--- config.mk ---
export PLATFORM = sky130hd
export DESIGN_NAME = w_schedule
export DESIGN_NICKNAME = d
export VERILOG_FILES = /design/src/rtl/w_schedule_pkg.sv /design/src/rtl/w_expand.sv /design/src/rtl/w_schedule.sv
export SDC_FILE = /design/constraint.sdc
export NUM_CORES = 2
export LEC_CHECK = 0
export CAP_MARGIN = 30
export CORE_AREA = 2 2 311 313
export CTS_CLUSTER_SIZE = 25
export DETAILED_ROUTE_END_ITERATION = 12
export DIE_AREA = 0 0 313 315
export SYNTH_ARGS = -nofsm -noshare
export SYNTH_HDL_FRONTEND = slang
export SYNTH_SLANG_ARGS = --single-unit
--- constraint.sdc ---
create_clock -name clk -period 25.6 [get_ports clk]
set_input_delay 7.68 -clock clk [delete_from_list [all_inputs] [get_ports clk]]
set_output_delay 7.68 -clock clk [all_outputs]
set_load 0.01 [all_outputs]
--- src/rtl/w_schedule_pkg.sv ---
// Shared SHA-256 sizing constants and the word rotate helper used by the
// message schedule.
package w_schedule_pkg;
    localparam int SHA256_WORD_W  = 32;
    localparam int SHA256_BLOCK_W = 512;
    localparam int SHA256_ROUNDS  = 64;
    localparam int SHA256_WINDOW  = 16;
    localparam int T_IDX_W        = 6;

    function automatic logic [SHA256_WORD_W-1:0] rotr(
        input logic [SHA256_WORD_W-1:0] x,
        input int unsigned              n
    );
        return (x >> n) | (x << (SHA256_WORD_W - n));
    endfunction
endpackage

--- src/rtl/w_expand.sv ---
// Combinational SHA-256 schedule expansion:
// W[t] = SSIG1(W[t-2]) + W[t-7] + SSIG0(W[t-15]) + W[t-16], modulo 2^32.
module w_expand
    import w_schedule_pkg::*;
(
    input  logic [SHA256_WORD_W-1:0] i_w2,
    input  logic [SHA256_WORD_W-1:0] i_w7,
    input  logic [SHA256_WORD_W-1:0] i_w15,
    input  logic [SHA256_WORD_W-1:0] i_w16,
    output logic [SHA256_WORD_W-1:0] o_w_new
);
    logic [SHA256_WORD_W-1:0] w_ssig0;
    logic [SHA256_WORD_W-1:0] w_ssig1;

    assign w_ssig0 = rotr(i_w15, 7)  ^ rotr(i_w15, 18) ^ (i_w15 >> 3);
    assign w_ssig1 = rotr(i_w2, 17)  ^ rotr(i_w2, 19)  ^ (i_w2 >> 10);
    assign o_w_new = w_ssig1 + i_w7 + w_ssig0 + i_w16;
endmodule

--- src/rtl/w_schedule.sv ---
// SHA-256 message schedule: loads a 512-bit block and streams W[0..ROUNDS-1]
// from a 16-word sliding window, one word per accepted (advance) cycle.
module w_schedule
    import w_schedule_pkg::*;
#(
    parameter int ROUNDS = SHA256_ROUNDS
) (
    input  logic                      clk,
    input  logic                      reset,
    input  logic                      start,
    input  logic [SHA256_BLOCK_W-1:0] block_in,
    input  logic                      advance,
    output logic                      busy,
    output logic                      w_valid,
    output logic [SHA256_WORD_W-1:0]  w_out,
    output logic [T_IDX_W-1:0]        t_idx,
    output logic                      last,
    output logic                      done
);
    typedef enum logic {
        S_IDLE = 1'b0,
        S_RUN  = 1'b1
    } state_t;

    localparam logic [T_IDX_W-1:0] T_LAST = T_IDX_W'(ROUNDS - 1);

    state_t                   r_state;
    logic [SHA256_WORD_W-1:0] r_win [SHA256_WINDOW];
    logic [T_IDX_W-1:0]       r_t;
    logic                     r_done;
    logic [SHA256_WORD_W-1:0] w_next;
    logic                     w_at_end;

    // Taps are relative to the word about to enter at window slot 15.
    w_expand u_expand (
        .i_w2    (r_win[14]),
        .i_w7    (r_win[9]),
        .i_w15   (r_win[1]),
        .i_w16   (r_win[0]),
        .o_w_new (w_next)
    );

    assign w_at_end = (r_t == T_LAST);

    always_ff @(posedge clk or posedge reset) begin
        if (reset) begin
            r_state <= S_IDLE;
            r_t     <= '0;
            r_done  <= 1'b0;
            for (int i = 0; i < SHA256_WINDOW; i++) begin
                r_win[i] <= '0;
            end
        end else begin
            r_done <= 1'b0;
            case (r_state)
                S_IDLE: begin
                    if (start) begin
                        for (int i = 0; i < SHA256_WINDOW; i++) begin
                            r_win[i] <= block_in[SHA256_BLOCK_W-1-SHA256_WORD_W*i -: SHA256_WORD_W];
                        end
                        r_t     <= '0;
                        r_state <= S_RUN;
                    end
                end
                S_RUN: begin
                    // The final accept retires the block without shifting.
                    if (advance) begin
                        if (w_at_end) begin
                            r_state <= S_IDLE;
                            r_done  <= 1'b1;
                        end else begin
                            for (int i = 0; i < SHA256_WINDOW - 1; i++) begin
                                r_win[i] <= r_win[i+1];
                            end
                            r_win[SHA256_WINDOW-1] <= w_next;
                            r_t <= r_t + T_IDX_W'(1);
                        end
                    end
                end
                default: r_state <= S_IDLE;
            endcase
        end
    end

    assign busy    = (r_state == S_RUN);
    assign w_valid = (r_state == S_RUN);
    assign w_out   = r_win[0];
    assign t_idx   = r_t;
    assign last    = (r_state == S_RUN) && w_at_end;
    assign done    = r_done;
endmodule

==> results.tsv <==
metric	value	unit
grt.total_usage	0.215	
num_rows	114	
syn_area	28300	sq um
syn_avg_cell_area	9.80	sq um
setup_viol	0	
synth_flop_cell	dfrtp_1	
endpoint_kind	flop	
switchingPower	0.00225	W
grt_pass1_wl	153	mm
clkTransAtPathRegs	60	ps
r2r_end	r_win[288]	
synth_edf_count	0	
grt_start_max_net_pins	247	
cts_tree	yes	
firstDrtPassIters	6	
hp-class	reg -> reg	
fmax	87.4	MHz
gp_congestion	0.887	
start_util	0.296	
critical-path-max-stage-delay	850	ps
r2r-start	busy	
seqCellArea	13000	sq um
period_needed	11440	ps
drc	0	
synthArstFlopShare	1.00	
crit_path_frequent_cell	buf_4	
pwr-share-comb	0.545	
status	completed	
crit_type	in -> reg	
viasPerCell	4.70	
clkPwrFrac	0.196	
cp_max_fo	113	
dieArea	98600	sq um
grt_pass1_vias	22200	
drt.antenna.violating_nets	0	
r2r_setup_slack	20180	ps
area_growth	30.4	%
multi_input_area	13600	sq um
antenna_found_initial	36	
required	26070	ps
cts.path.max_buffers	3	
whs	474	ps
wl_per_cell	23.3	microns
design.core.area	95700	sq um
cts_hold_buf	0	
yosysUniqueCellTypes	58	
vias	21800	
post_cts_resized	0	
seqPwrFrac	0.259	
cts_max_level	3	
p_leak	18.6	nW
hp-start	r_win[370]	
hold_end	r_win[370]	
numCtsBuffers	66	
yosys_register_bits	520	
synthTopCellsByCount	nand2_1 (527), dfrtp_1 (520), mux2i_1 (488)	
skew	29.0	ps
die_w	313	microns
io_pins	558	
hpwlAfterDp	84.4	mm
power.internal	0.00273	W
globalRouteOverflowTotal	0	
swShare	0.452	
max_slew_margin	0.316	
hold_viol	0	
rsz0062_at_grt	no	
power.density	135	nW/um^2
drtIter0Drc	1498	
fin_util	0.386	
crit_slowest_cell	buf_4	
worstSetupStartpointType	input pin	
yosys.area.top_type	dfrtp_1	
holdPathStages	2	
chipHeight	315	microns
final_max_slew_viol_count	0	
worstMarginPinSlew	1030	ps
cts_num_sinks	520	
synth_area_leaders	dfrtp_1 (46%), mux2i_1 (17%), o21ai_0 (8.3%)	
post-route-period-util	0.447	
clock_latency	610	ps
reg2reg_depth	9	
routed_wl	108	mm
drive_gt1_frac	0.0423	
yosysTopAreaCellShare	0.459	
nFillCells	9545	
cts_root_buf	clkbuf_16	
post_cts_buffers	0	
ys_warn_count	0	
yosysMostFrequentCell	nand2_1	
setup_tns	0	ps
path_cells	clkdlybuf4s50_1, nor2b_2, a21oi_1, or2_4, buf_4, buf_4, buf_4, buf_12, o21ai_0	
syn_nets	3502	
netlist_instances	2892	
crit_arrival	11910	ps
port_buffers	557	
nNetsFinal	3896	
max_cap_violations	0	
ys_seq_area_frac	0.459	
peakVddDrop	0.126	mV
==> through the flow <==
stage          instances  total power (W)  setup slack, ps  cell area (sq um)
4_1_cts             4608          0.00501            14190              36800
2_1_floorplan       2892          0.00307             3390              28300
3_3_place_gp        4487          0.00396            13440              34500
3_5_place_dp        4490          0.00400            13530              34600
6_report            4625          0.00498            14160              37000
5_1_grt             4623          0.00536            13790              36900
==> layer usage <==
layer / share of wire / up-vias / global-route usage
met1: 0.42 / 10400 / 0.272
li1: - / 10500 / -
met2: 0.47 / 617 / 0.351
met3: 0.077 / 166 / 0.0672
met5: 0.0025 / - / 0
met4: 0.026 / 42 / 0.0642
==> cells in the final DEF, fill, tap and decap left out, drive strengths merged, types with 13 or more instances in the layout <==
master,count
a21o,16
a21oi,57
and3,19
buf,27
clkbuf,95
clkdlybuf4s50,557
dfrtp,520
diode,13
fa,62
ha,32
inv,138
mux2i,488
nand2,528
nor2,31
o21ai,520
xnor2,92
xor2,53
==> critical path: cells and delay by family <==
kind | cells | cell delay (ps)
compound gates | 2 | 350
buf+inv | 5 | 3100
simple gates | 2 | 670
==> state kept, by name, summed over array words and instances (netlist names) <==
signal and flops:
r_win 480, done 1, busy 1, t_idx 6, w_out 32
==> cell families after synthesis <==
kind of cell               Yosys count  synth area share
xor gates and xnor gates           145            0.0448
and+or+nand+nor                    619            0.0872
adders and majority gates           94            0.0579
buffers and inverters              390            0.0604
muxes                              489             0.173
AOI/OAI and AO/OA                  635             0.118
DFF                                520             0.459
==> worst max-delay path by stage <==
stage	start	end	depth (start not counted)	slack [ps]
CTS	start	r_win[311]	9	14190
global route	start	r_win[329]	9	13790
finish	start	r_win[288]	9	14160
detailed placement	start	r_win[311]	9	13530
global placement	start	r_win[322]	8	13440
floorplan	reset	busy	1	3390
==> power groups by stage <==
stage                     Clock [W]  Combinational [W]  Sequential (W)
final                      0.000974            0.00271         0.00129
after floorplan                   0            0.00192         0.00115
after global placement            0            0.00266         0.00130
after global routing        0.00103            0.00302         0.00131
after CTS                  0.000998            0.00272         0.00129
after detailed placement          0            0.00270         0.00130
==> area by class of cell <==
cell class              count  area share
clock inverters            23     0.00860
inverters                 132      0.0136
multi-input cells        1982       0.369
repair buffers            584       0.161
diodes                     13    0.000880
well taps                1276      0.0432
clock buffers              95      0.0518
flip-flops and latches    520       0.352
Note: power is estimated with default switching activity, not from simulation.
